**config.mk**
```make
export PLATFORM = sky130hd
export DESIGN_NAME = cache_fsm_flat
export DESIGN_NICKNAME = d
export VERILOG_FILES = /design/src/rtl/cache_pkg.sv /design/src/rtl/cache_internal_if.sv /design/src/rtl/cache_fsm.sv /design/src/flat_wrapper.sv
export SDC_FILE = /design/constraint.sdc
export NUM_CORES = 1
export LEC_CHECK = 0
export CORE_AREA = 4 4 41 43
export CTS_BUF_LIST = sky130_fd_sc_hd__clkbuf_4 sky130_fd_sc_hd__clkbuf_8
export CTS_CLUSTER_SIZE = 25
export DETAILED_ROUTE_END_ITERATION = 10
export DIE_AREA = 0 0 45 47
export HOLD_SLACK_MARGIN = 0.06
export PLACE_DENSITY = 0.7
export SLEW_MARGIN = 30
export SYNTH_ARGS = -nofsm -noshare
export SYNTH_HDL_FRONTEND = slang
export SYNTH_SLANG_ARGS = --single-unit
```
**constraint.sdc**
```tcl
create_clock -name clk -period 1.45 [get_ports clk]
set_input_delay 0.2175 -clock clk [delete_from_list [all_inputs] [get_ports clk]]
set_output_delay 0.2175 -clock clk [all_outputs]
set_load 0.05 [all_outputs]
```
**src/rtl/cache_pkg.sv**
```systemverilog
// Shared types for the cache controller: FSM state encoding and CPU request opcode.
package cache_pkg;

    typedef enum logic [2:0] {
        ST_IDLE      = 3'd0,
        ST_COMPARE   = 3'd1,
        ST_WRITEBACK = 3'd2,
        ST_FILL      = 3'd3,
        ST_INSTALL   = 3'd4
    } cache_fsm_state_e;

    typedef enum logic {
        READ  = 1'b0,
        WRITE = 1'b1
    } cache_op_e;

endpackage

```
**src/rtl/cache_internal_if.sv**
```systemverilog
// Strobe/status bundle between the cache controller FSM and its datapath.
interface cache_internal_if;

    logic counter_done;
    logic valid_block_match;
    logic valid_dirty_bit;

    logic process_lru_counters;
    logic perform_write;
    logic set_selected_dirty_bit;
    logic clear_selected_dirty_bit;
    logic clear_selected_valid_bit;
    logic miss_recovery_mode;
    logic set_hmem_block_address;
    logic use_victim_tag_for_hmem_block_address;
    logic reset_counter;
    logic decrement_counter;
    logic finish_new_line_install;
    logic count_hit;
    logic count_miss;
    logic count_read;
    logic count_write;

    modport controller (
        input  counter_done, valid_block_match, valid_dirty_bit,
        output process_lru_counters, perform_write, set_selected_dirty_bit,
               clear_selected_dirty_bit, clear_selected_valid_bit, miss_recovery_mode,
               set_hmem_block_address, use_victim_tag_for_hmem_block_address,
               reset_counter, decrement_counter, finish_new_line_install,
               count_hit, count_miss, count_read, count_write
    );

    modport datapath (
        output counter_done, valid_block_match, valid_dirty_bit,
        input  process_lru_counters, perform_write, set_selected_dirty_bit,
               clear_selected_dirty_bit, clear_selected_valid_bit, miss_recovery_mode,
               set_hmem_block_address, use_victim_tag_for_hmem_block_address,
               reset_counter, decrement_counter, finish_new_line_install,
               count_hit, count_miss, count_read, count_write
    );

endinterface

```
**src/rtl/cache_fsm.sv**
```systemverilog
// Cache controller FSM: hit service, dirty-victim writeback, line fill, install and replay.
// Optional macro CACHE_PERF_COUNTERS_EN enables hit/miss/read/write count strobes.
module cache_fsm
    import cache_pkg::*;
(
    input  logic                        clk,
    input  logic                        rst_n,
    cache_internal_if.controller        cif,
    input  logic                        cpu_req_valid,
    input  logic                        cpu_req_op,
    output logic                        cpu_req_ready,
    output logic                        cpu_resp_valid,
    output logic                        hmem_req_valid,
    output logic                        hmem_req_op,
    input  logic                        hmem_ack
);

    cache_fsm_state_e r_state;
    cache_fsm_state_e w_state_nxt;
    cache_op_e        r_op_q;
    logic             w_accept;

    assign w_accept = cpu_req_valid && (r_state == ST_IDLE);

    // NOTE: sequential state uses non-blocking assignments so every register
    // samples the pre-edge values; the async reset clears them mid-cycle too.
    always_ff @(posedge clk or negedge rst_n) begin
        if (!rst_n) begin
            r_state <= ST_IDLE;
            r_op_q  <= READ;
        end else begin
            r_state <= w_state_nxt;
            if (w_accept) begin
                r_op_q <= cache_op_e'(cpu_req_op);
            end
        end
    end

`ifdef CACHE_PERF_COUNTERS_EN
    // Marks the post-install COMPARE so it is not counted as a second access.
    logic r_replay_q;

    always_ff @(posedge clk or negedge rst_n) begin
        if (!rst_n) begin
            r_replay_q <= 1'b0;
        end else if (w_accept) begin
            r_replay_q <= 1'b0;
        end else if (r_state == ST_INSTALL) begin
            r_replay_q <= 1'b1;
        end
    end
`endif

    // NOTE: every output and the next state get a default before the case,
    // so no path through this block can infer a latch.
    always_comb begin
        w_state_nxt                               = r_state;
        cpu_req_ready                             = 1'b0;
        cpu_resp_valid                            = 1'b0;
        hmem_req_valid                            = 1'b0;
        hmem_req_op                               = 1'b0;
        cif.process_lru_counters                  = 1'b0;
        cif.perform_write                         = 1'b0;
        cif.set_selected_dirty_bit                = 1'b0;
        cif.clear_selected_dirty_bit              = 1'b0;
        cif.clear_selected_valid_bit              = 1'b0;
        cif.miss_recovery_mode                    = 1'b0;
        cif.set_hmem_block_address                = 1'b0;
        cif.use_victim_tag_for_hmem_block_address = 1'b0;
        cif.reset_counter                         = 1'b0;
        cif.decrement_counter                     = 1'b0;
        cif.finish_new_line_install               = 1'b0;
        cif.count_hit                             = 1'b0;
        cif.count_miss                            = 1'b0;
        cif.count_read                            = 1'b0;
        cif.count_write                           = 1'b0;

        case (r_state)
            ST_IDLE: begin
                cpu_req_ready = 1'b1;
                if (w_accept) begin
                    w_state_nxt = ST_COMPARE;
                end
            end

            ST_COMPARE: begin
`ifdef CACHE_PERF_COUNTERS_EN
                if (!r_replay_q) begin
                    cif.count_read  = (r_op_q == READ);
                    cif.count_write = (r_op_q == WRITE);
                    cif.count_hit   = cif.valid_block_match;
                    cif.count_miss  = !cif.valid_block_match;
                end
`endif
                if (cif.valid_block_match) begin
                    cif.process_lru_counters = 1'b1;
                    cpu_resp_valid           = 1'b1;
                    if (r_op_q == WRITE) begin
                        cif.perform_write          = 1'b1;
                        cif.set_selected_dirty_bit = 1'b1;
                    end
                    w_state_nxt = ST_IDLE;
                end else begin
                    // A miss on replay is a datapath fault; re-entering recovery avoids lockup.
                    cif.miss_recovery_mode     = 1'b1;
                    cif.set_hmem_block_address = 1'b1;
                    cif.reset_counter          = 1'b1;
                    if (cif.valid_dirty_bit) begin
                        cif.use_victim_tag_for_hmem_block_address = 1'b1;
                        w_state_nxt = ST_WRITEBACK;
                    end else begin
                        cif.clear_selected_valid_bit = 1'b1;
                        w_state_nxt = ST_FILL;
                    end
                end
            end

            ST_WRITEBACK: begin
                cif.miss_recovery_mode = 1'b1;
                hmem_req_valid         = 1'b1;
                hmem_req_op            = 1'b1;
                cif.decrement_counter  = hmem_ack;
                if (hmem_ack && cif.counter_done) begin
                    cif.clear_selected_dirty_bit = 1'b1;
                    cif.clear_selected_valid_bit = 1'b1;
                    cif.set_hmem_block_address   = 1'b1;
                    cif.reset_counter            = 1'b1;
                    w_state_nxt                  = ST_FILL;
                end
            end

            ST_FILL: begin
                cif.miss_recovery_mode = 1'b1;
                hmem_req_valid         = 1'b1;
                cif.decrement_counter  = hmem_ack;
                if (hmem_ack && cif.counter_done) begin
                    w_state_nxt = ST_INSTALL;
                end
            end

            ST_INSTALL: begin
                cif.miss_recovery_mode      = 1'b1;
                cif.finish_new_line_install = 1'b1;
                w_state_nxt                 = ST_COMPARE;
            end

            default: begin
                w_state_nxt = ST_IDLE;
            end
        endcase
    end

endmodule

```
**src/flat_wrapper.sv**
```systemverilog
// flat-port wrapper written by rule: the top's interface ports become plain ports
module cache_fsm_flat import cache_pkg::*;
  (clk, rst_n, cpu_req_valid, cpu_req_op, cpu_req_ready, cpu_resp_valid, hmem_req_valid, hmem_req_op, hmem_ack, cif_counter_done, cif_valid_block_match, cif_valid_dirty_bit, cif_process_lru_counters, cif_perform_write, cif_set_selected_dirty_bit, cif_clear_selected_dirty_bit, cif_clear_selected_valid_bit, cif_miss_recovery_mode, cif_set_hmem_block_address, cif_use_victim_tag_for_hmem_block_address, cif_reset_counter, cif_decrement_counter, cif_finish_new_line_install, cif_count_hit, cif_count_miss, cif_count_read, cif_count_write);
  cache_internal_if cif_i ();
  input  logic clk;
  input  logic rst_n;
  input  logic cpu_req_valid;
  input  logic cpu_req_op;
  output logic cpu_req_ready;
  output logic cpu_resp_valid;
  output logic hmem_req_valid;
  output logic hmem_req_op;
  input  logic hmem_ack;
  input wire logic [$bits(cif_i.counter_done)-1:0] cif_counter_done;
  input wire logic [$bits(cif_i.valid_block_match)-1:0] cif_valid_block_match;
  input wire logic [$bits(cif_i.valid_dirty_bit)-1:0] cif_valid_dirty_bit;
  output wire logic [$bits(cif_i.process_lru_counters)-1:0] cif_process_lru_counters;
  output wire logic [$bits(cif_i.perform_write)-1:0] cif_perform_write;
  output wire logic [$bits(cif_i.set_selected_dirty_bit)-1:0] cif_set_selected_dirty_bit;
  output wire logic [$bits(cif_i.clear_selected_dirty_bit)-1:0] cif_clear_selected_dirty_bit;
  output wire logic [$bits(cif_i.clear_selected_valid_bit)-1:0] cif_clear_selected_valid_bit;
  output wire logic [$bits(cif_i.miss_recovery_mode)-1:0] cif_miss_recovery_mode;
  output wire logic [$bits(cif_i.set_hmem_block_address)-1:0] cif_set_hmem_block_address;
  output wire logic [$bits(cif_i.use_victim_tag_for_hmem_block_address)-1:0] cif_use_victim_tag_for_hmem_block_address;
  output wire logic [$bits(cif_i.reset_counter)-1:0] cif_reset_counter;
  output wire logic [$bits(cif_i.decrement_counter)-1:0] cif_decrement_counter;
  output wire logic [$bits(cif_i.finish_new_line_install)-1:0] cif_finish_new_line_install;
  output wire logic [$bits(cif_i.count_hit)-1:0] cif_count_hit;
  output wire logic [$bits(cif_i.count_miss)-1:0] cif_count_miss;
  output wire logic [$bits(cif_i.count_read)-1:0] cif_count_read;
  output wire logic [$bits(cif_i.count_write)-1:0] cif_count_write;
  assign cif_i.counter_done = cif_counter_done;
  assign cif_i.valid_block_match = cif_valid_block_match;
  assign cif_i.valid_dirty_bit = cif_valid_dirty_bit;
  assign cif_process_lru_counters = cif_i.process_lru_counters;
  assign cif_perform_write = cif_i.perform_write;
  assign cif_set_selected_dirty_bit = cif_i.set_selected_dirty_bit;
  assign cif_clear_selected_dirty_bit = cif_i.clear_selected_dirty_bit;
  assign cif_clear_selected_valid_bit = cif_i.clear_selected_valid_bit;
  assign cif_miss_recovery_mode = cif_i.miss_recovery_mode;
  assign cif_set_hmem_block_address = cif_i.set_hmem_block_address;
  assign cif_use_victim_tag_for_hmem_block_address = cif_i.use_victim_tag_for_hmem_block_address;
  assign cif_reset_counter = cif_i.reset_counter;
  assign cif_decrement_counter = cif_i.decrement_counter;
  assign cif_finish_new_line_install = cif_i.finish_new_line_install;
  assign cif_count_hit = cif_i.count_hit;
  assign cif_count_miss = cif_i.count_miss;
  assign cif_count_read = cif_i.count_read;
  assign cif_count_write = cif_i.count_write;
  cache_fsm u_core (.clk(clk), .rst_n(rst_n), .cif(cif_i), .cpu_req_valid(cpu_req_valid), .cpu_req_op(cpu_req_op), .cpu_req_ready(cpu_req_ready), .cpu_resp_valid(cpu_resp_valid), .hmem_req_valid(hmem_req_valid), .hmem_req_op(hmem_req_op), .hmem_ack(hmem_ack));
endmodule
```
==> impl_metrics.env <==
export IMPL_antenna_found_initial=0
export IMPL_area_growth_pct=131
export IMPL_wirelength_mm=1.16
export IMPL_routed_via_density=4.38
export IMPL_drv_cap=0
export IMPL_setup_violations=14
export IMPL_place_area_sq_um=842
export IMPL_postSynth_asyncResetShare_pct=100
export IMPL_syn_area_per_cell_sq_um=8.84
export IMPL_num_io_pins=27
export IMPL_synth_cell_type_count=23
export IMPL_min_path_type="in -> async"
export IMPL_ys_top_cells_by_count="buf_4 (8), and2_1 (4), dfrtp_1 (4), nor2_1 (4)"
export IMPL_numCtsBuffers=3
export IMPL_synth_top_cells_by_area="dfrtp_1 (25%), buf_4 (15%), and2_1 (6.2%)"
export IMPL_grtUsageTotal_pct=12.7
export IMPL_swShare_pct=46.2
export IMPL_p_sw_w=0.00101
export IMPL_core_sq_um=1300
export IMPL_crit_path_max_incr_delay_ps=390
export IMPL_grt_pass1_wl_mm=1.86
export IMPL_instances_no_fill=95
export IMPL_fmax_ghz=0.612
export IMPL_leakagePower_nw=0.425
export IMPL_clock_skew_ps=7.34
export IMPL_ant_nets=0
export IMPL_combPwrFrac_pct=83.8
export IMPL_rsz0062_at_grt="true"
export IMPL_power_frac_seq_pct=10.0
export IMPL_nNetsFinal=90
export IMPL_grt_pass1_vias=437
export IMPL_p_int_w=0.00118
export IMPL_peakVddDrop_uv=1520
export IMPL_clk_path_buf_depth=2
export IMPL_cts_tree="built"
export IMPL_die_h_um=47
export IMPL_cp_top_family="flip-flops"
export IMPL_synth_ff_type="dfrtp_1"
export IMPL_period_share_pct=113
export IMPL_crit_chain="buf_6, nand3b_1, a21oi_4, buf_12"
export IMPL_portBuffers=22
export IMPL_drt_iter0_markers=3
export IMPL_drtPass1Iterations=2
export IMPL_layout_min_cycle_time_ps=1630
export IMPL_drive_above_1_share_pct=63.7
export IMPL_status="finished with violations"
export IMPL_syn_area_sq_um=407
export IMPL_hold_violations=0
export IMPL_path_buf_inv=2
export IMPL_synthCells=46
export IMPL_drc=0
export IMPL_yosys_warnings=0
export IMPL_cp_arrival_ps=1420
export IMPL_finalInstanceArea_sq_um=938
export IMPL_fp_dieW_um=45
export IMPL_synth_edf_count=0
export IMPL_rows=13
export IMPL_timing_hold_ws_ps=175
export IMPL_grt_max_degree=8
export IMPL_path_class="reg -> out"
export IMPL_globalplace_congestion=0.830
export IMPL_cp_required_ps=1230
export IMPL_root_buffer="clkbuf_4"
export IMPL_dp_cells=88
export IMPL_synth_top_area_share_pct=24.6
export IMPL_pwr_share_clk_pct=6.2
export IMPL_violations="negative setup slack"
export IMPL_overflow=0
export IMPL_yosys_area_top_type="dfrtp_1"
export IMPL_fin_util_pct=72.1
export IMPL_diodes=0
export IMPL_vias=416
export IMPL_start_util_pct=31.3
export IMPL_start_kind="register"
export IMPL_powerDensity_nw_per_um2=2330
export IMPL_ys_seq_area_share_pct=24.6
export IMPL_cp_max_fo=5
export IMPL_clkTransAtPathRegs_ps=40
export IMPL_synth_most_common_cell="buf_4"
export IMPL_ys_ff_latch=4
export IMPL_cp_slowest_cell="dfrtp_1"
export IMPL_hpwl_um=890
export IMPL_cts_sinks=4
export IMPL_die_area_sq_um=2120
export IMPL_fin_ws_ps=-183
export IMPL_routedWlPerCell_um=12.3
export IMPL_fillers=101
export IMPL_cts_max_level=1
export IMPL_clock_latency_ps=240
export IMPL_cp_end_kind="output port"
export IMPL_slew_violations=0
## worst reg2reg max path, stage by stage, from the launching register on
cell,delay (ps)
dfrtp_1,390
buf_6,140
buf_4,130
buf_6,110
nor3_4,240
nand2_2,90
mux2_4,300
## layout by cell type (no fill, tap or decap), types with 3 or more instances in the layout
master           instances
buf_4                   12
and2_4                   4
buf_6                    4
clkbuf_4                 3
conb_1                   4
clkdlybuf4s50_1          6
buf_12                  15
## sequential cells by signal, summed over array words and instances (netlist names)
signal and cells:
u_core.r_op_q 1, u_core.r_state 3
## power by group through the flow
stage                     Combinational, W  Clock, W  Sequential, W
after global routing               0.00192  0.000147       0.000229
final                              0.00184  0.000137       0.000218
after detailed placement           0.00168         0       0.000216
after global placement             0.00167         0       0.000209
after floorplan                   0.000990         0       0.000179
after CTS                          0.00177  0.000142       0.000215
## kinds of logic (layout without fill, tap and decap cells)
kind of cell | after synthesis | in the layout | synth area share [%]
flip-flops | 4 | 4 | 24.6
other | 1 | 4 | 0.922
AO/OA/AOI/OAI | 7 | 7 | 10.8
buffers and inverters | 13 | 44 | 23.1
AND/OR/NAND/NOR | 20 | 20 | 36.9
multiplexers | 1 | 1 | 3.69
## repair_timing
item,CTS,global route
pin swaps,5,2
buffers inserted,2,2
hold buffers,0,0
resized for setup,9,4
endpoints found under the setup margin,15,15
## metal layers
metal	GRT usage [%]	share of wire [%]	up-vias	routed length [um]
met4	8.77	0	0	0
met5	0	0	-	0
li1	-	-	208	-
met1	14.4	38	185	445
met2	20.3	51	23	596
met3	3.83	10	0	122
## worst paths after layout
kind / startpoint / endpoint / slack, ps / cells past startpoint
max in group asynchronous: rst_n / u_core.r_state[0] / 1100 / 1
hold / removal: rst_n / u_core.r_op_q / 170 / 1
min in group clk: u_core.r_op_q / u_core.r_op_q / 530 / 1
setup reg to reg: u_core.r_state[1] / u_core.r_op_q / -50 / 6
setup / recovery: u_core.r_state[1] / cif_reset_counter / -180 / 4
hold reg to reg: u_core.r_op_q / u_core.r_op_q / 530 / 1
## area by class of cell
class	instances	area (sq um)	share of cell area, %
Clock buffer	3	22.5	2.40
Inverter	3	15.0	1.60
Multi-Input combinational cell	32	275	29.3
Sequential cell	4	103	10.9
Tap cell	15	18.8	2.00
Timing Repair Buffer	38	504	53.7
## metrics by stage
step / setup TNS [ps] / setup slack, ps / total power, W
floorplan: -2520 / -585 / 0.00117
global placement: -1100 / -175 / 0.00188
finish: -1650 / -183 / 0.00219
detailed placement: -1170 / -167 / 0.00190
CTS: -1580 / -180 / 0.00213
global route: -2490 / -240 / 0.00229
Note: power is estimated with default switching activity, not from simulation.
